--- config.mk ---
export PLATFORM = sky130hd
export DESIGN_NAME = ccff_chain_reader_flat
export DESIGN_NICKNAME = d
export VERILOG_FILES = /design/src/rtl/ccff_cfg_pkg.sv /design/src/rtl/ccff_chain_reader_if.sv /design/src/rtl/ccff_word_packer.sv /design/src/rtl/ccff_chain_reader.sv /design/src/flat_wrapper.sv
export SDC_FILE = /design/constraint.sdc
export NUM_CORES = 1
export LEC_CHECK = 0
export ABC_AREA = 1
export CAP_MARGIN = 20
export CORE_ASPECT_RATIO = 1.5
export CORE_UTILIZATION = 45
export CTS_CLUSTER_DIAMETER = 120
export CTS_CLUSTER_SIZE = 40
export DETAILED_ROUTE_END_ITERATION = 10
export PLACE_DENSITY = 0.65
export SYNTH_ARGS = -nofsm -noshare
export SYNTH_HDL_FRONTEND = slang
export SYNTH_HIERARCHICAL = 1
export SYNTH_SLANG_ARGS = --single-unit
export TNS_END_PERCENT = 5
--- constraint.sdc ---
create_clock -name clk -period 2 [get_ports clk]
set_input_delay 0.5 -clock clk [delete_from_list [all_inputs] [get_ports clk]]
set_output_delay 0.5 -clock clk [all_outputs]
set_load 0.02 [all_outputs]
--- src/rtl/ccff_cfg_pkg.sv ---
// ----------------------------------------------------------------------------
// ccff_cfg_pkg
//   Shared definitions for the CCFF chain reader and writer paths.
//   Provides:
//     ccff_state_e : FSM state encoding {IDLE, SHIFT, FLUSH, DONE}
//     cnt_w()      : width of a bit counter that must hold 0..CHAIN_LEN
//     idx_w()      : width of a word bit index that must hold 0..WORD_W
// ----------------------------------------------------------------------------
package ccff_cfg_pkg;

   typedef enum logic [1:0] {
      IDLE  = 2'd0,
      SHIFT = 2'd1,
      FLUSH = 2'd2,
      DONE  = 2'd3
   } ccff_state_e;

   function automatic int cnt_w(input int chain_len);
      return $clog2(chain_len + 1);
   endfunction

   function automatic int idx_w(input int word_w);
      return $clog2(word_w + 1);
   endfunction

endpackage

--- src/rtl/ccff_chain_reader_if.sv ---
// ----------------------------------------------------------------------------
// ccff_chain_reader_if
//   Word stream from the chain reader to its consumer.
//   Handshake: word_data is a valid word whenever word_valid=1; the word is
//   consumed at a rising clk edge where word_valid & word_ready are both 1.
//   While word_valid=1 and word_ready=0 the producer holds word_data stable
//   and keeps word_valid high.
//   Signals:
//     word_data  [WORD_W] packed word, bit0 = earliest chain bit (master -> slave)
//     word_valid          word_data holds an unaccepted word  (master -> slave)
//     word_ready          consumer accepts this edge          (slave -> master)
// ----------------------------------------------------------------------------
interface ccff_chain_reader_if #(
   parameter int WORD_W = 8
);
   logic [WORD_W-1:0] word_data;
   logic              word_valid;
   logic              word_ready;

   modport master (output word_data, output word_valid, input word_ready);
   modport slave  (input word_data, input word_valid, output word_ready);
endinterface

--- src/rtl/ccff_word_packer.sv ---
// ----------------------------------------------------------------------------
// ccff_word_packer
//   Packs a serial bit stream LSB-first into WORD_W-bit words. An assembly
//   register (asm) collects bits; a one-entry holding register presents the
//   completed word on a valid/ready output.
//   Ports:
//     clk, rst_n     clock, asynchronous active-low reset
//     clr_i          synchronous clear of all state (abort)
//     bit_in_i       serial data bit
//     bit_we_i       write bit_in_i into asm this edge
//     flush_i        with bit_we_i: this is the final bit, close the word
//     word_ready_i   consumer ready
//     word_data_o    holding register contents
//     word_valid_o   holding register occupied
//     asm_full_o     assembly register holds a finished word
//     transfer_o     asm moves into hold at this edge (combinational)
// ----------------------------------------------------------------------------
module ccff_word_packer
   import ccff_cfg_pkg::*;
#(
   parameter int WORD_W = 8
) (
   input  logic              clk,
   input  logic              rst_n,
   input  logic              clr_i,
   input  logic              bit_in_i,
   input  logic              bit_we_i,
   input  logic              flush_i,
   input  logic              word_ready_i,
   output logic [WORD_W-1:0] word_data_o,
   output logic              word_valid_o,
   output logic              asm_full_o,
   output logic              transfer_o
);

   localparam int IDX_W = idx_w(WORD_W);

   logic [WORD_W-1:0] asm_q, asm_d;
   logic [WORD_W-1:0] hold_q, hold_d;
   logic [IDX_W-1:0]  idx_q, idx_d;
   logic              full_q, full_d;
   logic              valid_q, valid_d;
   logic              transfer;

   // asm moves to hold when hold is empty or being drained this same edge.
   assign transfer = full_q & (~valid_q | word_ready_i);

   always_comb begin
      asm_d   = asm_q;
      idx_d   = idx_q;
      full_d  = full_q;
      hold_d  = hold_q;
      valid_d = valid_q;
      if (valid_q & word_ready_i) begin
         valid_d = 1'b0;
      end
      // asm is zeroed on transfer so a partial final word is zero-padded.
      if (transfer) begin
         hold_d  = asm_q;
         valid_d = 1'b1;
         asm_d   = '0;
         idx_d   = '0;
         full_d  = 1'b0;
      end
      // A bit arriving on the transfer edge lands in the freshly emptied asm.
      if (bit_we_i) begin
         for (int i = 0; i < WORD_W; i++) begin
            if (idx_d == IDX_W'(i)) begin
               asm_d[i] = bit_in_i;
            end
         end
         if ((idx_d == IDX_W'(WORD_W - 1)) || flush_i) begin
            full_d = 1'b1;
         end
         idx_d = idx_d + 1'b1;
      end
      if (clr_i) begin
         asm_d   = '0;
         idx_d   = '0;
         full_d  = 1'b0;
         hold_d  = '0;
         valid_d = 1'b0;
      end
   end

   always_ff @(posedge clk or negedge rst_n) begin
      if (!rst_n) begin
         asm_q   <= '0;
         idx_q   <= '0;
         full_q  <= 1'b0;
         hold_q  <= '0;
         valid_q <= 1'b0;
      end else begin
         asm_q   <= asm_d;
         idx_q   <= idx_d;
         full_q  <= full_d;
         hold_q  <= hold_d;
         valid_q <= valid_d;
      end
   end

   assign word_data_o  = hold_q;
   assign word_valid_o = valid_q;
   assign asm_full_o   = full_q;
   assign transfer_o   = transfer;

endmodule

--- src/rtl/ccff_chain_reader.sv ---
// ----------------------------------------------------------------------------
// ccff_chain_reader
//   Non-destructive readback of a CHAIN_LEN-bit configuration flip-flop chain.
//   Shifts the chain tail out, optionally recirculating it into the head, and
//   streams the bits LSB-first as WORD_W-bit words.
//   Ports:
//     clk, rst_n    clock (chain shifts on the same edge), async active-low reset
//     start         1-cycle readback request, honoured in IDLE only
//     abort         synchronous cancel, overrides everything
//     shift_en_o    chain shift enable for this edge
//     ccff_head_o   bit into the chain head
//     ccff_tail_i   chain tail bit shifted out this edge
//     word_if       word stream (master side)
//     busy          high in SHIFT and FLUSH
//     done          1-cycle pulse after the last word is accepted
//     state_o       current FSM state, for observation
// ----------------------------------------------------------------------------
module ccff_chain_reader
   import ccff_cfg_pkg::*;
#(
   parameter int CHAIN_LEN = 64,
   parameter int WORD_W    = 8,
   parameter int RECIRC    = 1
) (
   input  logic                       clk,
   input  logic                       rst_n,
   input  logic                       start,
   input  logic                       abort,
   output logic                       shift_en_o,
   output logic                       ccff_head_o,
   input  logic                       ccff_tail_i,
   ccff_chain_reader_if.master        word_if,
   output logic                       busy,
   output logic                       done,
   output ccff_state_e                state_o
);

   localparam int                CNT_W    = cnt_w(CHAIN_LEN);
   localparam logic [CNT_W-1:0]  LAST_CNT = CNT_W'(CHAIN_LEN - 1);

   ccff_state_e      state_q, state_d;
   logic [CNT_W-1:0] bit_cnt_q, bit_cnt_d;
   logic             busy_q, done_q;
   logic             asm_full, transfer, last_bit, shift_en, drain_ok;
   logic [WORD_W-1:0] pk_data;
   logic             pk_valid;

   assign last_bit = (bit_cnt_q == LAST_CNT);

   // Combinational from word_ready (through transfer) and from abort: the
   // chain keeps moving on the edge a finished word leaves asm, and an abort
   // freezes the chain on the very edge it is sampled.
   assign shift_en = (state_q == SHIFT) & ~abort & (~asm_full | transfer);

   // Nothing left in asm, and hold is empty or drained on this edge.
   assign drain_ok = ~asm_full & (~pk_valid | word_if.word_ready);

   ccff_word_packer #(
      .WORD_W (WORD_W)
   ) u_packer (
      .clk          (clk),
      .rst_n        (rst_n),
      .clr_i        (abort),
      .bit_in_i     (ccff_tail_i),
      .bit_we_i     (shift_en),
      .flush_i      (last_bit),
      .word_ready_i (word_if.word_ready),
      .word_data_o  (pk_data),
      .word_valid_o (pk_valid),
      .asm_full_o   (asm_full),
      .transfer_o   (transfer)
   );

   always_comb begin
      state_d   = state_q;
      bit_cnt_d = bit_cnt_q;
      if (abort) begin
         state_d   = IDLE;
         bit_cnt_d = '0;
      end else begin
         case (state_q)
            IDLE: begin
               if (start) begin
                  state_d   = SHIFT;
                  bit_cnt_d = '0;
               end
            end
            SHIFT: begin
               if (shift_en) begin
                  bit_cnt_d = bit_cnt_q + 1'b1;
                  if (last_bit) begin
                     state_d = FLUSH;
                  end
               end
            end
            FLUSH: begin
               if (drain_ok) begin
                  state_d = DONE;
               end
            end
            DONE: begin
               state_d   = IDLE;
               bit_cnt_d = '0;
            end
            default: begin
               state_d   = IDLE;
               bit_cnt_d = '0;
            end
         endcase
      end
   end

   // busy/done are registered alongside the state they decode.
   always_ff @(posedge clk or negedge rst_n) begin
      if (!rst_n) begin
         state_q   <= IDLE;
         bit_cnt_q <= '0;
         busy_q    <= 1'b0;
         done_q    <= 1'b0;
      end else begin
         state_q   <= state_d;
         bit_cnt_q <= bit_cnt_d;
         busy_q    <= (state_d == SHIFT) || (state_d == FLUSH);
         done_q    <= (state_d == DONE);
      end
   end

   assign shift_en_o         = shift_en;
   assign ccff_head_o        = (RECIRC != 0) ? (shift_en & ccff_tail_i) : 1'b0;
   assign word_if.word_data  = pk_data;
   assign word_if.word_valid = pk_valid;
   assign busy               = busy_q;
   assign done               = done_q;
   assign state_o            = state_q;

endmodule

--- src/flat_wrapper.sv ---
// flat-port wrapper written by rule: the top's interface ports become plain ports
module ccff_chain_reader_flat import ccff_cfg_pkg::*;
#(
   parameter int CHAIN_LEN = 64,
   parameter int WORD_W    = 8,
   parameter int RECIRC    = 1
)
  (clk, rst_n, start, abort, shift_en_o, ccff_head_o, ccff_tail_i, busy, done, state_o, word_if_word_data, word_if_word_valid, word_if_word_ready);
  ccff_chain_reader_if #(.WORD_W(WORD_W)) word_if_i ();
  input  logic clk;
  input  logic rst_n;
  input  logic start;
  input  logic abort;
  output logic shift_en_o;
  output logic ccff_head_o;
  input  logic ccff_tail_i;
  output logic busy;
  output logic done;
  output ccff_state_e state_o;
  output wire logic [$bits(word_if_i.word_data)-1:0] word_if_word_data;
  output wire logic [$bits(word_if_i.word_valid)-1:0] word_if_word_valid;
  input wire logic [$bits(word_if_i.word_ready)-1:0] word_if_word_ready;
  assign word_if_word_data = word_if_i.word_data;
  assign word_if_word_valid = word_if_i.word_valid;
  assign word_if_i.word_ready = word_if_word_ready;
  ccff_chain_reader #(.CHAIN_LEN(CHAIN_LEN), .WORD_W(WORD_W), .RECIRC(RECIRC)) u_core (.clk(clk), .rst_n(rst_n), .start(start), .abort(abort), .shift_en_o(shift_en_o), .ccff_head_o(ccff_head_o), .ccff_tail_i(ccff_tail_i), .word_if(word_if_i), .busy(busy), .done(done), .state_o(state_o));
endmodule
==> reports/metrics.csv <==
stage,metric,value,unit
global_routing,Tot GR Track Use,20.0,%
min_path,HP Class,flip-flop to flip-flop,
final_layout,"most common cell after layout, fill and taps aside",nand2_1,
critical_path,crit-path max cell delay,0.60,ns
timing,endpoints failing setup,0,
clocking,CTS tree,done,
clocking,clk root buf,clkbuf_8,
pwr,Leakage,1.09,nW
floorplanning,FP Rows,27,
job,max-cap check violation count,0,
critical_path,CP arrival,1.42,ns
final_layout,"commonest non-fill, non-tap cells in the layout","43 x nand2_1, 33 x dfrtp_1, 26 x nor2_1, 26 x nand3_1, 24 x inv_1",
floorplanning,Die Wd,52.2,um
global_routing,vias in the first global route,1415,
critical_path,crit end category,output pin,
critical_path,Worst Path Required,1.50,ns
floorplanning,Starting Density,46.5,%
placement,DP Area,2070,um^2
final_layout,share of layout cells above drive strength 1,20.8,%
synthesis,synthesis warning total,6,
final_layout,Fillers,339,
final_layout,Util after Layout,60.4,%
final_layout,Layout area overhead,29.7,%
drt,via count of the routed design,1447,
timing,Worst Skew,0.00569,ns
synthesis,Yosys reg bits,33,
global_routing,Congestion Overflow GR,0,
final_layout,cell area after layout,2200,um^2
floorplanning,Ports,21,
drt,WL final,3540,um
critical_path,CP Launch Type,flip-flop,
placement,post-detail-place hpwl,2590,um
floorplanning,core footprint,3650,um^2
floorplanning,Die ar.,4030,um^2
timing,fmax,521,MHz
synthesis,"Distinct cells, synth",23,
timing,Fin. Hold Viols,0,
drt,Pre-Repair DR Iteration Count,4,
critical_path,CP Cell Sequence,buf_4 -> clkdlybuf4s50_1,
placement,I/O Buffers,20,
drt,# DRC,0,
synthesis,Post-Syn Area,1700,um^2
drt,Final ANT Viol Nets,0,
timing,fin crit share,95.9,%
critical_path,CP top delay family,buffers and inverters,
global_routing,initial antenna violation count,0,
timing,Slew Limit Fails,0,
pwr,Peak VDD IR,0.000669,V
critical_path,worst-path fanout max,5,
drt,DR iter-0 viols,20,
clocking,H-tree levels,2,
clocking,Hold Buf Count CTS,0,
timing,Relative slew margins,71.8,%
clocking,CTS sink count,33,
floorplanning,Die Y-Extent,77.2,um
global_routing,largest net degree at the start of global routing,34,
timing,worst-margin pin slew,0.423,ns
critical_path,Critical path buffers and inverters,2,
pwr,pwr/cell area,638,nW/um^2
synthesis,syn nets,220,
timing,fin crit period,1.92,ns
clocking,Clock Path Buffers,2,
drt,Avg Vias per Cell,4.86,
synthesis,fraction of the yosys area taken by sequential cells,48.6,%
placement,GP Congestion,0.809,
final_layout,layout net count,262,
critical_path,"Slowest-stage cell, CP",clkdlybuf4s50_1,
timing,unrepaired setup endpoints after global routing,no,
global_routing,first-pass GRT wire length,5950,um
drt,Avg WL per Cell,11.9,um
final_layout,Ant. Diodes,0,
clocking,worst skew pair latency,0.28,ns
outcome,status,finished clean,
clocking,total CTS buffers,5,
critical_path,critical path class,flip-flop to output pin,
clocking,clk slew on worst S/H paths,0.07,ns
synthesis,post-synthesis cell count,212,
synthesis,"Avg Cell Area, Syn",8.01,um^2
[cell usage after synthesis]
master / n / area share, %
a21oi_1: 19 / 5.6
buf_2: 3 / 0.88
buf_6: 2 / 1.3
dfrtp_1: 33 / 49
ha_1: 2 / 1.5
inv_1: 25 / 5.5
inv_2: 3 / 0.66
nand2_1: 43 / 9.5
nand2_2: 7 / 2.6
nand3_1: 26 / 7.7
nand3_2: 1 / 0.59
nand3b_4: 1 / 1.2
nand4_4: 1 / 1.3
nor2_1: 28 / 6.2
nor2_2: 4 / 1.5
nor2_4: 2 / 1.3
nor3_1: 1 / 0.29
nor3b_1: 1 / 0.44
o211ai_1: 1 / 0.44
o21ai_0: 6 / 1.8
o21ai_1: 1 / 0.29
o21bai_1: 1 / 0.44
o31ai_1: 1 / 0.44
[sequential cells by signal, indices dropped and copies added, names as in the netlist]
name and flops:
u_core/u_packer/word_valid_o 1, u_core/u_packer/asm_full_o 1, u_core/busy 1, u_core/done 1
u_core/u_packer/asm_q 8, u_core/state_o 2, u_core/u_packer/idx_q 4, u_core/u_packer/word_data_o 8
u_core/bit_cnt_q 7
[path summary, 6_finish.rpt]
kind	from	endpoint	slack, ns	cells past startpoint
max	u_core/state_o[1]$_DFF_PN0_	state_o[1]	0.08	2
min	u_core/u_packer/asm_q[7]$_DFF_PN0_	u_core/u_packer/word_data_o[7]$_DFFE_PN0P_	0.50	2
max reg2reg	u_core/state_o[0]$_DFF_PN0_	u_core/u_packer/asm_q[2]$_DFF_PN0_	0.23	13
min reg2reg	u_core/u_packer/asm_q[7]$_DFF_PN0_	u_core/u_packer/word_data_o[7]$_DFFE_PN0P_	0.50	2
max in group asynchronous	rst_n	u_core/u_packer/word_data_o[2]$_DFFE_PN0P_	1.07	2
min in group asynchronous	rst_n	u_core/bit_cnt_q[4]$_DFFE_PN0P_	0.62	2
[per-stage QoR]
step | worst slack (ns) | hold slack [ns] | setup TNS, ns | power [mW] | std cells
3_5_place_dp | -0.576 | 0.491 | -3.39 | 0.868 | 288
5_1_grt | 0.0343 | 0.528 | 0 | 1.47 | 298
4_1_cts | 0.00413 | 0.508 | 0 | 1.42 | 297
2_1_floorplan | -0.0284 | 0.204 | -0.0284 | 0.795 | 212
3_3_place_gp | -0.594 | 0.489 | -3.26 | 0.865 | 288
6_report | 0.0822 | 0.502 | 0 | 1.41 | 298
[tightest hold or removal path: stages, from the launching register on]
cell and delay (ns):
dfrtp_1 0.34, nand3_1 0.07, nand2_1 0.06
[logic make-up after synthesis]
| group | Yosys count | synth area share (%) |
|---|---|---|
| AOI/OAI and AO/OA | 29 | 8.99 |
| DFF | 33 | 48.6 |
| and+or+nand+nor | 115 | 32.5 |
| adders and majority gates | 2 | 1.47 |
| buffers and inverters | 33 | 8.40 |
[repair_timing]
item                       4_1_cts  5_1_grt
gates resized for setup         15        5
setup endpoints to repair        3        5
setup buffers                    1        1
pin swaps                        0        1
[power breakdown]
part           internal, mW  switching, mW  leakage, nW
sequential            0.687         0.0203        0.455
clock                 0.311          0.237       0.0542
combinational        0.0646         0.0854        0.582
[final cells by class]
type / count / area, um^2 / share of cell area, %
clock buffer: 7 / 96.3 / 4.38
inverter: 28 / 105 / 4.77
clock inverter: 1 / 5.00 / 0.227
sequential: 33 / 826 / 37.5
multi-input combinational: 146 / 749 / 34.0
tap: 43 / 53.8 / 2.44
timing repair buffer: 40 / 367 / 16.6
[metal layers]
layer / GRT usage [%] / vias up / routed length, um / share of wire (%)
met5: 0 / - / 0 / 0
met3: 4.17 / 2 / 80 / 2.3
met1: 21.7 / 674 / 1500 / 42
met2: 35.8 / 14 / 1930 / 54
met4: 8.68 / 0 / 36 / 1.0
li1: - / 757 / - / -
Power figures use the tool's default switching activity.
